===== src/rtl/console_ctrl_if.sv =====
// Console character/video-RAM bus.
// Groups the character input handshake, the clear request and the
// video RAM write port of console_ctrl.
//   char_i     [7:0]  character code toward the console
//   char_valid        char_i is valid
//   char_ready        console accepts char_i this cycle
//   clear_i           single-cycle request to clear the whole screen
//   we_vram           video RAM write enable
//   addr_wr    [10:0] video RAM write address (row*screenW+col)
//   data_wr    [7:0]  video RAM write data
// master: character source / RAM owner side; slave: console_ctrl.
interface console_ctrl_if;
   logic [7:0]  char_i;
   logic        char_valid;
   logic        char_ready;
   logic        clear_i;
   logic        we_vram;
   logic [10:0] addr_wr;
   logic [7:0]  data_wr;

   modport master (
      output char_i, char_valid, clear_i,
      input  char_ready, we_vram, addr_wr, data_wr
   );

   modport slave (
      input  char_i, char_valid, clear_i,
      output char_ready, we_vram, addr_wr, data_wr
   );
endinterface


===== src/rtl/console_ctrl.sv =====
// Text console controller: turns a stream of character codes into video
// RAM writes and tracks the cursor. Handles printable text, BS, CR, LF, FF
// (clear), line overflow, row wrap and full-screen clear.
// Ports:
//   px_clk            pixel clock, all state on rising edge
//   rst_n             asynchronous active-low reset
//   bus (slave)       character handshake, clear request, video RAM write
//   cursor_x   [5:0]  cursor column, 0..screenW-1
//   cursor_y   [4:0]  cursor row, 0..screenH-1
//   busy              high whenever the FSM is not IDLE
// Optional feature: define WRAP_CLEAR_EN to blank the new row after every
// newline (LF, line overflow, row wrap). Undefined: newline moves the
// cursor only and the old text stays on screen.
// Write timing: every video RAM write is issued on a clock edge from the
// current state, so a state's writes appear one cycle behind it. CLEAR and
// CLRLINE therefore occupy one extra state cycle after their last write.
module console_ctrl #(
   parameter int unsigned screenW = 40,
   parameter int unsigned screenH = 30
) (
   input  logic            px_clk,
   input  logic            rst_n,
   console_ctrl_if.slave   bus,
   output logic [5:0]      cursor_x,
   output logic [4:0]      cursor_y,
   output logic            busy
);

   localparam int unsigned AW    = 11;
   localparam int unsigned CELLS = screenW * screenH;
   localparam int unsigned CW    = $clog2(CELLS + 1);

   localparam logic [AW-1:0] W_A     = AW'(screenW);
   localparam logic [CW-1:0] W_C     = CW'(screenW);
   localparam logic [CW-1:0] CELLS_C = CW'(CELLS);
   localparam logic [5:0]    COL_MAX = 6'(screenW - 1);
   localparam logic [4:0]    ROW_MAX = 5'(screenH - 1);
   localparam logic [7:0]    BLANK   = 8'h20;

`ifdef WRAP_CLEAR_EN
   localparam bit WRAP_CLEAR = 1'b1;
`else
   localparam bit WRAP_CLEAR = 1'b0;
`endif

   typedef enum logic [1:0] {
      IDLE,
      WRITE,
      CLRLINE,
      CLEAR
   } state_t;

   state_t          state_q, state_d;
   logic [CW-1:0]   cnt_q, cnt_d;
   logic [7:0]      char_q, char_d;
   logic            pend_q, pend_d;
   logic [5:0]      cx_d;
   logic [4:0]      cy_d;
   logic            we_d;
   logic [AW-1:0]   addr_d;
   logic [7:0]      data_d;
   logic            nl;
   logic            go_clear;
   logic [AW-1:0]   row_base;
   logic            print_i;
   logic            print_q;

   assign row_base = AW'(cursor_y) * W_A;
   assign print_i  = (bus.char_i >= 8'h20) && (bus.char_i <= 8'h7E);
   assign print_q  = (char_q >= 8'h20) && (char_q <= 8'h7E);

   // State, cursor and registered outputs.
   always_ff @(posedge px_clk or negedge rst_n) begin
      if (!rst_n) begin
         state_q        <= CLEAR;
         cnt_q          <= '0;
         char_q         <= '0;
         pend_q         <= 1'b0;
         cursor_x       <= '0;
         cursor_y       <= '0;
         bus.we_vram    <= 1'b0;
         bus.addr_wr    <= '0;
         bus.data_wr    <= '0;
         bus.char_ready <= 1'b0;
         busy           <= 1'b1;
      end else begin
         state_q        <= state_d;
         cnt_q          <= cnt_d;
         char_q         <= char_d;
         pend_q         <= pend_d;
         cursor_x       <= cx_d;
         cursor_y       <= cy_d;
         bus.we_vram    <= we_d;
         bus.addr_wr    <= addr_d;
         bus.data_wr    <= data_d;
         bus.char_ready <= (state_d == IDLE) && !pend_d;
         busy           <= (state_d != IDLE);
      end
   end

   // Next-state, cursor and write-port logic.
   always_comb begin
      state_d  = state_q;
      cnt_d    = cnt_q;
      char_d   = char_q;
      pend_d   = pend_q;
      cx_d     = cursor_x;
      cy_d     = cursor_y;
      we_d     = 1'b0;
      addr_d   = bus.addr_wr;
      data_d   = bus.data_wr;
      nl       = 1'b0;
      go_clear = 1'b0;

      case (state_q)
         IDLE: begin
            if (bus.clear_i || pend_q) begin
               // Clear wins over a character offered in the same cycle.
               state_d = CLEAR;
               cnt_d   = '0;
            end else if (bus.char_valid && bus.char_ready) begin
               char_d  = bus.char_i;
               state_d = WRITE;
               // Issue the cell write now so it is visible in the WRITE cycle.
               if (print_i) begin
                  we_d   = 1'b1;
                  addr_d = row_base + AW'(cursor_x);
                  data_d = bus.char_i;
               end else if (bus.char_i == 8'h08 && cursor_x != 6'd0) begin
                  we_d   = 1'b1;
                  addr_d = row_base + AW'(cursor_x - 6'd1);
                  data_d = BLANK;
               end
            end
         end

         WRITE: begin
            pend_d = pend_q | bus.clear_i;
            if (print_q) begin
               if (cursor_x == COL_MAX) nl = 1'b1;
               else                     cx_d = cursor_x + 6'd1;
            end else begin
               case (char_q)
                  8'h08:   if (cursor_x != 6'd0) cx_d = cursor_x - 6'd1;
                  8'h0D:   cx_d = '0;
                  8'h0A:   nl = 1'b1;
                  8'h0C:   go_clear = 1'b1;
                  default: ;
               endcase
            end
            if (nl) begin
               cx_d = '0;
               cy_d = (cursor_y == ROW_MAX) ? 5'd0 : cursor_y + 5'd1;
            end
            cnt_d = '0;
            if (go_clear)              state_d = CLEAR;
            else if (nl && WRAP_CLEAR) state_d = CLRLINE;
            else if (pend_d)           state_d = CLEAR;
            else                       state_d = IDLE;
         end

         CLRLINE: begin
            pend_d = pend_q | bus.clear_i;
            if (cnt_q < W_C) begin
               // cursor_y already holds the new row here.
               we_d   = 1'b1;
               addr_d = row_base + AW'(cnt_q);
               data_d = BLANK;
               cnt_d  = cnt_q + CW'(1);
            end else begin
               cnt_d   = '0;
               state_d = pend_d ? CLEAR : IDLE;
            end
         end

         CLEAR: begin
            pend_d = 1'b0;
            if (cnt_q < CELLS_C) begin
               we_d   = 1'b1;
               addr_d = AW'(cnt_q);
               data_d = BLANK;
               cnt_d  = cnt_q + CW'(1);
            end else begin
               cnt_d   = '0;
               cx_d    = '0;
               cy_d    = '0;
               state_d = IDLE;
            end
         end

         default: begin
            state_d = CLEAR;
            cnt_d   = '0;
         end
      endcase

      // A clear that is being started now is no longer pending.
      if (state_d == CLEAR) pend_d = 1'b0;
   end

endmodule


===== src/flat_wrapper.sv =====
// flat-port wrapper written by rule: the top's interface ports become plain ports
module console_ctrl_flat 
#(
   parameter int unsigned screenW = 40,
   parameter int unsigned screenH = 30
)
  (px_clk, rst_n, cursor_x, cursor_y, busy, bus_char_i, bus_char_valid, bus_clear_i, bus_char_ready, bus_we_vram, bus_addr_wr, bus_data_wr);
  console_ctrl_if bus_i ();
  input  logic px_clk;
  input  logic rst_n;
  output logic [5:0] cursor_x;
  output logic [4:0] cursor_y;
  output logic busy;
  input wire logic [$bits(bus_i.char_i)-1:0] bus_char_i;
  input wire logic [$bits(bus_i.char_valid)-1:0] bus_char_valid;
  input wire logic [$bits(bus_i.clear_i)-1:0] bus_clear_i;
  output wire logic [$bits(bus_i.char_ready)-1:0] bus_char_ready;
  output wire logic [$bits(bus_i.we_vram)-1:0] bus_we_vram;
  output wire logic [$bits(bus_i.addr_wr)-1:0] bus_addr_wr;
  output wire logic [$bits(bus_i.data_wr)-1:0] bus_data_wr;
  assign bus_i.char_i = bus_char_i;
  assign bus_i.char_valid = bus_char_valid;
  assign bus_i.clear_i = bus_clear_i;
  assign bus_char_ready = bus_i.char_ready;
  assign bus_we_vram = bus_i.we_vram;
  assign bus_addr_wr = bus_i.addr_wr;
  assign bus_data_wr = bus_i.data_wr;
  console_ctrl #(.screenW(screenW), .screenH(screenH)) u_core (.px_clk(px_clk), .rst_n(rst_n), .bus(bus_i), .cursor_x(cursor_x), .cursor_y(cursor_y), .busy(busy));
endmodule

===== config.mk =====
export PLATFORM = sky130hd
export DESIGN_NAME = console_ctrl_flat
export DESIGN_NICKNAME = d
export VERILOG_FILES = /design/src/rtl/console_ctrl_if.sv /design/src/rtl/console_ctrl.sv /design/src/flat_wrapper.sv
export SDC_FILE = /design/constraint.sdc
export NUM_CORES = 1
export LEC_CHECK = 0
export ABC_AREA = 1
export ABC_CLOCK_PERIOD_IN_PS = 3100
export CAP_MARGIN = 25
export CORE_MARGIN = 2
export CORE_UTILIZATION = 57
export DETAILED_ROUTE_END_ITERATION = 10
export PLACE_DENSITY = 0.81
export RECOVER_POWER = 100
export SLEW_MARGIN = 10
export SYNTH_ARGS = -nofsm -noshare
export SYNTH_HDL_FRONTEND = slang
export SYNTH_SLANG_ARGS = --single-unit

===== constraint.sdc =====
create_clock -name px_clk -period 3.1 [get_ports px_clk]
set_input_delay 0.62 -clock px_clk [delete_from_list [all_inputs] [get_ports px_clk]]
set_output_delay 0.62 -clock px_clk [all_outputs]
set_load 0.01 [all_outputs]

## After elaboration in Yosys (flattened, before gate mapping)

Index checks and enable logic that the tools add are counted.

| storage, ports and cells | value |
|---|---|
| register bits | 55 |
| output and inout bits | 33 |
| input bits | 12 |

| operators by class | value |
|---|---|
| magnitude comparators | 6 |
| bitwise logic cells | 2 |
| eq/ne operators | 22 |
| reductions and logical operators | 18 |
| $add $sub $neg | 8 |
| $mul | 1 |
| muxes and demuxes | 52 |

Operator list:

| operator | number |
|---|---|
| two-way mux 11 bit | 9 |
| two-way mux 8 bit | 6 |
| case mux 11 bit (4 select lines) | 1 |
| equality test 8 x 4 -> 1 bit, second input constant | 5 |
| case mux 11 bit (3 select lines) | 1 |
| two-way mux 6 bit | 5 |
| case mux 6 bit (2 select lines) | 2 |
| case mux 8 bit (3 select lines) | 1 |
| adder 11 bit | 2 |
| greater-or-equal comparator 8 x 6 -> 1 bit, second input constant | 2 |
| less-or-equal comparator 8 x 7 -> 1 bit, second input constant | 2 |
| two-way mux 5 bit | 3 |
| two-way mux 1 bit | 14 |
| two-way mux 2 bit | 6 |
| adder 11 x 1 -> 11 bit, second input constant | 1 |
| adder 11 x 6 -> 11 bit | 1 |
| less-than comparator 11 bit, second input constant | 1 |
| less-than comparator 11 x 6 -> 1 bit, second input constant | 1 |
| inequality test 2 x 1 -> 1 bit, second input constant | 5 |
| case mux 5 bit (2 select lines) | 1 |
| multiplier 5 x 3 -> 8 bit, second input constant | 1 |
| case mux 2 bit (4 select lines) | 1 |
| subtractor 6 x 1 -> 7 bit, second input constant | 1 |
| adder 6 x 1 -> 6 bit, second input constant | 1 |
| other kinds (26) | 36 |

## Depth between registers and ports, before layout

Gate-level depths: netlist (run 1).

| logic depth | value |
|---|---|
| word-level depth | 10 |
| depth in mapped cells | 19 |

## Worst setup path after synthesis (run 1)

No wires, ideal clock.

| path | value |
|---|---|
| kind | register to register |
| start | reg u_core.state_q[0] |
| end | reg u_core.bus.addr_wr[9] |
| path buffers | 1 |
| stages on the path, launching flop included | 17 |
| arrival | 2545 ps |
| setup slack | 484 ps |
| path through | dfstp_2 -> inv_1 -> ha_1 -> clkbuf_1 -> a21oi_1 -> o21ai_0 -> o21ai_0 -> ha_1 -> inv_1 -> fa_1 -> inv_1 -> nand4_1 -> o211ai_1 -> nor2_1 -> nor3b_1 -> nor2_2 -> nor2_1 |

| between the ends | value |
|---|---|
| cells in the longest elaborated chain, start to end | 3 |
| elaborated cells between the ends (all ways) | 11 |
| those cells by class | eq/ne: 7; mux: 1; reduce/logical: 3 |

Ends and longest elaborated chain:

| what | line | text |
|---|---|---|
| from (decl) | console_ctrl.sv:53 | `state_t state_q, state_d;` |
| from (signal assigned) | console_ctrl.sv:87 | `state_q <= state_d;` |
| equality test 2 bit / zero test 2 bit (equally long branches) | console_ctrl.sv:115 | `case (state_q)` |
| inequality test 2 x 1 -> 1 bit (no source line) (tied with other cells) | -- |  |
| AND reduction 6 bit (no source line) | -- |  |
| to (signal assigned) | console_ctrl.sv:94 | `bus.addr_wr <= addr_d;` |
| to (decl) | console_ctrl_if.sv:28 | `output char_ready, we_vram, addr_wr, data_wr` |

Parallel ways exist; a longest one is shown, timed or not.
A chain may end at the register's enable or synchronous reset.

## Final worst setup path (run 1)

| path | value |
|---|---|
| start | in bus_char_i[6] |
| end | reg u_core.bus.addr_wr[9] |

| between the ends | value |
|---|---|
| cells in the longest elaborated chain, start to end | 6 |
| elaborated cells between the ends (all ways) | 11 |
| those cells by class | order compare: 2; eq/ne: 2; mux: 4; reduce/logical: 3 |

Ends and longest elaborated chain:

| what | line | text |
|---|---|---|
| from (decl) | flat_wrapper.sv:14 | `input wire logic [$bits(bus_i.char_i)-1:0] bus_char_i;` |
| greater-or-equal comparator 8 x 6 -> 1 bit / less-or-equal comparator 8 x 7 -> 1 bit (equally long branches) | console_ctrl.sv:69 | `assign print_i = (bus.char_i >= 8'h20) && (bus.char_i <= 8'h7E);` |
| logical AND 1 bit | console_ctrl.sv:69 |  |
| two-way mux 11 bit | console_ctrl.sv:125 | `if (print_i) begin` |
| two-way mux 11 bit | console_ctrl.sv:121 | `end else if (bus.char_valid && bus.char_ready) begin` |
| two-way mux 11 bit | console_ctrl.sv:117 | `if (bus.clear_i \|\| pend_q) begin` |
| case mux 11 bit (3 select lines) | console_ctrl.sv:115 |  |

Parallel ways exist; a longest one is shown, timed or not. The select of a mux whose other input is x is not followed.

==> run_results.csv, run 1 <==
group,metric,value,unit
outcome,outcome,"complete, but fails checks",
outcome,violations,"capacitance limit, slew limit",
floorplan,pin_count,45,
yosys,avgSynthCellArea,7.36,µm²
yosys,ys_warn_count,0,
worst_setup_path,path_class,"input port to flip-flop",
yosys,async_flop_share,100,%
yosys,synth_edf_count,0,
place,place.detailed.instances,651,
worst_setup_path,path_max_fanout,4,
timing,hold_viol,0,
min_path,hold_path_class,"input port to async pin",
timing,rsz0062_at_grt,"false",
pwr,leakagePower,0.00230,µW
clock_tree,cts_buffer_depth,2,
yosys,syn-num-nets,557,
timing,setup_violations,0,
global_route,grt_pass1_wl,15.8,mm
layout,num_antenna_cells,0,
routing,wl_per_cell,13.9,µm
layout,multiInputGateArea,2080,µm²
global_route,globalRouteTotalUtil,26.4,%
floorplan,rows,29,
floorplan,die_h,86.0,µm
timing,slew_headroom,-12.9,%
place,dpl.hpwl,7.08,mm
floorplan,die_w,86.0,µm
layout,register_area,1380,µm²
layout,areaGrowthSynthToFinish,17.6,%
yosys,yosysTopAreaCell,"dfrtp_1",
timing,max_freq,342,MHz
clock_tree,root_buffer,"clkbuf_8",
global_route,grt-ovfl-total,0,
clock_tree,numClockSinks,55,
worst_setup_path,cpPeakStageDelay,0.52,ns
worst_setup_path,path_buf_inv,4,
layout,fillers,539,
worst_setup_path,required,3.36,ns
worst_setup_path,startpoint_type,"input port",
clock_tree,postCtsHoldBufs,0,
routing,wirelength,9.20,mm
clock_tree,cts_tree,"yes",
place,gp_congestion,1.03,
pwr,finalPower,4480,µW
yosys,synth_cells,520,
yosys,synth_top_area_share,34.0,%
clock_tree,clk_pin_slew,0.10,ns
routing,first_iter_violations,260,
timing,setup_tns,0,ns
timing,worstMarginPinSlew,1.69,ns
floorplan,core_area,6420,µm²
clock_tree,clkLatencyLatePin,0.31,ns
routing,viasPerCell,5.48,
global_route,antenna_found_initial,0,
routing,remaining_drc_errors,0,
timing,skew,0.00713,ns
timing,period_needed,2.92,ns
worst_setup_path,cp.arrival,3.18,ns
layout,layout-drive-gt1-share,7.72,%
worst_setup_path,regToRegSetupSlack,0.29,ns
run,drv_cap,1,
clock_tree,numCtsBuffers,5,
layout,nNetsFinal,619,
routing,dr.pass1.iters,5,
layout,fin_cells,660,
floorplan,die_area,7390,µm²
place,io_buffers,44,
floorplan,initial_core_util,59.6,%
yosys,synth.area.top_cells,"dfrtp_1 (34%), nand2_1 (12%), ha_1 (7.5%)",
yosys,synth-seq-cells,55,
yosys,yosysMostFrequentCell,"nand2_1",
yosys,synth_area,3830,µm²
timing,slew_viol_final,32,
routing,num_vias,3618,
worst_setup_path,critPathTopFamily,"buffers and inverters",
pwr,ir_drop,0.451,mV
yosys,synth-main-ff-cell,"dfrtp_1",
worst_setup_path,critPathCaptureType,"flip-flop",
global_route,grt_pass1_vias,3597,
worst_setup_path,slowest_stage,"clkdlybuf4s50_1",
worst_setup_path,crit_top_cell,"inv_1",
routing,ant_nets,0,
worst_setup_path,cp_cell_sequence,"clkdlybuf4s50_1 > inv_1 > a21oi_1 > nand2_2 > a21oi_1 > o21ai_0 > o21ai_0 > ha_1 > inv_1 > fa_1 > inv_1 > nand4_1 > o211ai_1 > nor2_1 > nor3b_1 > nor2_2 > nor2_1",
global_route,grt_max_degree,47,
clock_tree,htreeDepth,2,
yosys,seq_area_frac_synth,36.0,%
timing,finalCritPeriodShare,94.3,%
pwr,power_density,995,nW/µm²
yosys,yosys-top-cells-count,"nand2_1 (123), inv_1 (69), dfrtp_1 (52)",
yosys,ys_types,41,
-- worst paths after layout --
path / start / endpoint / depth (start not counted)
max: bus_char_i[6] / u_core.bus.addr_wr[9] / 17
min: rst_n / u_core.cursor_x[1] / 1
max reg2reg: u_core.cursor_y[1] / u_core.bus.addr_wr[9] / 14
min reg2reg: u_core.bus.addr_wr[0] / u_core.bus.addr_wr[0] / 2
max in group asynchronous: rst_n / u_core.bus.data_wr[5] / 3
min in group px_clk: u_core.bus.addr_wr[0] / u_core.bus.addr_wr[0] / 2
-- layer usage --
metal / wire [µm] / track usage (%)
met4: 170 / 8.08
met5: 0 / 0
met2: 4590 / 46.8
met1: 4010 / 33.1
met3: 431 / 3.85
-- cell families after synthesis --
| group | after synthesis | synth area share [%] |
|---|---|---|
| AOI/OAI and AO/OA | 84 | 12.3 |
| buffers and inverters | 82 | 8.50 |
| adders and majority gates | 25 | 8.56 |
| and+or+nand+nor | 262 | 31.8 |
| xor gates and xnor gates | 12 | 2.75 |
| DFF | 55 | 36.0 |
-- what timing repair did --
item / CTS / global route
buffers inserted: 0 / 0
setup endpoints to repair: 0 / 4
resized for setup: 0 / 3
hold endpoints to repair: 0 / 0
-- through the flow --
step / hold WS, ns / area, µm² / utilization, % / setup WS [ns]
finish: 0.386 / 4500 / 70.1 / 0.177
global route: 0.461 / 4500 / 70.1 / 0.00834
CTS: 0.492 / 4560 / 71.0 / 0.221
detailed placement: 0.466 / 4450 / 69.3 / -0.100
global placement: 0.464 / 4450 / 69.3 / -0.0309
floorplan: 0.324 / 3830 / - / 0.484
-- where the power goes --
| part | switching [µW] | internal, µW | total [µW] |
|---|---|---|---|
| registers | 225 | 1000 | 1220 |
| logic | 1690 | 1070 | 2770 |
| clock network | 243 | 245 | 488 |
| total | 2160 | 2320 | 4480 |
-- cell usage in the layout (no fill, tap or decap), drive strengths merged, types with 2 or more instances in the layout --
cell type / n
xnor2: 4
nand4: 9
nor2: 53
o21ai: 46
inv: 75
o21bai: 2
buf: 15
nand2: 130
nand3: 49
nor3b: 2
clkbuf: 11
dlygate4sd3: 34
dfrtp: 52
nand3b: 2
a21boi: 2
xor2: 8
clkdlybuf4s50: 9
dfstp: 3
o22ai: 4
a21oi: 23
fa: 2
nor3: 14
or2: 2
o211ai: 5
ha: 23
-- state kept, by name, indices dropped and copies added, names as in the netlist --
name                   flops
u_core.char_q              8
u_core.bus.addr_wr        11
u_core.busy                1
u_core.cursor_x            6
u_core.bus.char_ready      1
u_core.state_q             2
u_core.cursor_y            5
u_core.bus.we_vram         1
u_core.pend_q              1
u_core.cnt_q              11
u_core.bus.data_wr         8
-- worst reg2reg max path: stages, from the launching register on --
cell and delay [ns]:
dfrtp_1 0.48, ha_1 0.32, ha_1 0.16, inv_1 0.06
fa_1 0.41, xnor2_1 0.16, ha_1 0.34, nand2_1 0.09
inv_1 0.07, nand4_1 0.07, o211ai_1 0.12, nor2_1 0.07
nor3b_1 0.26, nor2_2 0.07, nor2_1 0.08
-- area by class of cell --
cell class                      count  area share (%)
Multi-Input combinational cell    383            46.1
Tap cell                           77            2.14
Clock inverter                      2           0.861
Inverter                           74            6.17
Sequential cell                    55            30.6
Clock buffer                        6            1.61
Timing Repair Buffer               63            12.5
No activity file was read; power rests on OpenSTA's default activity.
==> run 2: changes to the inputs <==
==> constraint.sdc (replaced) <==
create_clock -name px_clk -period 3.1 [get_ports px_clk]
set_input_delay 0.62 -clock px_clk [delete_from_list [all_inputs] [get_ports px_clk]]
set_output_delay 0.62 -clock px_clk [all_outputs]
set_load 0.005 [all_outputs]
==> run 2 against run 1 <==
The run still ends with capacitance limit, slew limit left. Clock power hardly changed. First-iteration DRC count is 2.7% higher. Sequential share of layout area hardly changed. Critical path depth stayed put. Sequential power hardly changed. Global-route usage stayed put. Worst setup slack better by 0.0026 ns. Hold slack hardly changed. Clock skew is 0.0014 ns lower. Combinational power is 3% lower. Count of clock-buffer cells in the layout stayed put. Utilization is 0.058 points lower. Largest power group unchanged.
==> run_results.csv, run 2 (synthesis results as in run 1) <==
group,metric,value,unit
layout,reg_top3,"u_core.bus.addr_wr: 11 flops, u_core.cnt_q: 11 flops",
timing,setup_violations,0,
timing,rsz0062_at_grt,"false",
clock_tree,cts_buffer_depth,2,
pwr,switching_power,2090,µW
routing,num_vias,3632,
layout,final_area,4500,µm²
min_path,hold_path_class,"input port to async pin",
outcome,outcome,"complete, but fails checks",
routing,wl_per_cell,13.9,µm
pwr,power_frac_seq,27.8,%
clock_tree,numClockSinks,55,
timing,max_freq,342,MHz
worst_setup_path,path_class,"input port to flip-flop",
layout,mostFrequentLayoutCell,"nand2_1",
pwr,leakagePower,0.00230,µW
clock_tree,root_buffer,"clkbuf_8",
layout,postLayoutCoreUtil,70.1,%
pwr,combPwrFrac,61.1,%
worst_setup_path,cpPeakStageDelay,0.52,ns
layout,layout-drive-gt1-share,7.55,%
clock_tree,cts_resized,0,
worst_setup_path,crit_top_cell,"inv_1",
clock_tree,numCtsBuffers,5,
global_route,grt_pass1_wl,15.8,mm
timing,worstMarginPinSlew,1.69,ns
floorplan,die_w,86.0,µm
outcome,violations,"capacitance limit, slew limit",
floorplan,pin_count,45,
run,drv_cap,1,
layout,multiInputGateArea,2080,µm²
place,dpl.hpwl,7.08,mm
global_route,antenna_found_initial,0,
worst_setup_path,cp.arrival,3.18,ns
worst_setup_path,required,3.35,ns
place,place_area,4450,µm²
clock_tree,htreeDepth,2,
clock_tree,clk_pin_slew,0.10,ns
floorplan,die_h,86.0,µm
floorplan,rows,29,
worst_setup_path,startpoint_type,"input port",
pwr,power_density,978,nW/µm²
routing,ant_nets,0,
global_route,grt_max_degree,47,
routing,first_iter_violations,267,
place,io_buffers,44,
pwr,swShare,47.5,%
routing,wirelength,9.16,mm
clock_tree,post-cts-setup-buffers,0,
clock_tree,cts_tree,"yes",
layout,register_area,1380,µm²
pwr,ir_drop,0.443,mV
timing,skew,0.00568,ns
routing,dr.pass1.iters,5,
routing,remaining_drc_errors,0,
timing,finalCritPeriodShare,94.2,%
timing,slew_viol_final,32,
clock_tree,postCtsHoldBufs,0,
floorplan,die_area,7390,µm²
pwr,intPower,2310,µW
timing,slew_headroom,-12.7,%
worst_setup_path,regToRegSetupSlack,0.29,ns
worst_setup_path,cp_cell_sequence,"clkdlybuf4s50_1 > inv_1 > a21oi_1 > nand2_2 > a21oi_1 > o21ai_0 > o21ai_0 > ha_1 > inv_1 > fa_1 > inv_1 > nand4_1 > o211ai_1 > nor2_1 > nor3b_1 > nor2_2 > nor2_1",
global_route,grt_pass1_vias,3597,
clock_tree,clkLatencyLatePin,0.31,ns
worst_setup_path,critPathCaptureType,"flip-flop",
timing,hold_viol,0,
floorplan,core_area,6420,µm²
layout,nNetsFinal,619,
place,gp_congestion,1.03,
layout,fillers,541,
global_route,globalRouteTotalUtil,26.4,%
worst_setup_path,slowest_stage,"clkdlybuf4s50_1",
layout,num_antenna_cells,0,
floorplan,initial_core_util,59.6,%
layout,mostFrequentLayoutCells,"nand2_1 (125), inv_1 (72), dfrtp_1 (52), nor2_1 (49), nand3_1 (45)",
pwr,pwr-share-clk,11.0,%
worst_setup_path,path_max_fanout,4,
layout,areaGrowthSynthToFinish,17.5,%
routing,viasPerCell,5.50,
timing,period_needed,2.92,ns
global_route,grt-ovfl-total,0,
[run 2: changes by cell type in the layout (fill, tap and decap cells not counted)]
cell and delta:
clkbuf_1 +1, buf_4 -1, clkdlybuf4s50_1 +1, dlygate4sd3_1 -1
[run 2: area by class of cell]
type                            count  area share (%)
Tap cell                           77            2.14
Clock inverter                      2           0.862
Multi-Input combinational cell    383            46.1
Clock buffer                        6            1.61
Timing Repair Buffer               63            12.4
Sequential cell                    55            30.7
Inverter                           74            6.17
[run 2: per-layer routing]
layer / global-route usage (%) / wire [µm] / vias up / part of all wire, %
li1: - / - / 1811 / -
met1: 33.1 / 3920 / 1688 / 43
met2: 46.8 / 4630 / 120 / 50
met3: 3.85 / 468 / 13 / 5.1
met4: 8.08 / 145 / 0 / 1.6
met5: 0 / 0 / - / 0
[run 2: power groups by stage]
stage | logic [µW] | clock network (µW) | registers (µW)
final | 2690 | 486 | 1220
after global routing | 3060 | 520 | 1260
after CTS | 2830 | 495 | 1230
after detailed placement | 2820 | 0 | 1240
after global placement | 2730 | 0 | 1240
after floorplan | 1910 | 0 | 1210
[run 2: final timing paths]
path	from	end	cells after the start
max	bus_char_i[6]	u_core.bus.addr_wr[9]	17
min	rst_n	u_core.cursor_x[1]	1
max reg2reg	u_core.cursor_y[1]	u_core.bus.addr_wr[9]	14
min reg2reg	u_core.bus.addr_wr[6]	u_core.bus.addr_wr[6]	2
max in group asynchronous	rst_n	u_core.bus.data_wr[5]	3
min in group px_clk	u_core.bus.addr_wr[6]	u_core.bus.addr_wr[6]	2
[run 2: critical path: cells and delay by family]
family	cells	cell delay, ns
AND/OR/NAND/NOR	6	0.68
AO/OA/AOI/OAI	5	0.59
adder cells (fa/ha/maj)	2	0.53
buffers and inverters	4	0.73
[run 2: per-stage QoR]
| stage | std cells | total power, µW | hold WS [ns] | setup WS [ns] | setup TNS [ns] |
|---|---|---|---|---|---|
| after global routing | 660 | 4840 | 0.461 | 0.00834 | 0 |
| after CTS | 659 | 4560 | 0.492 | 0.221 | 0 |
| final | 660 | 4400 | 0.385 | 0.180 | 0 |
| after floorplan | 520 | 3130 | 0.324 | 0.486 | 0 |
| after global placement | 651 | 3970 | 0.464 | -0.0309 | -0.0363 |
| after detailed placement | 651 | 4060 | 0.466 | -0.100 | -0.334 |
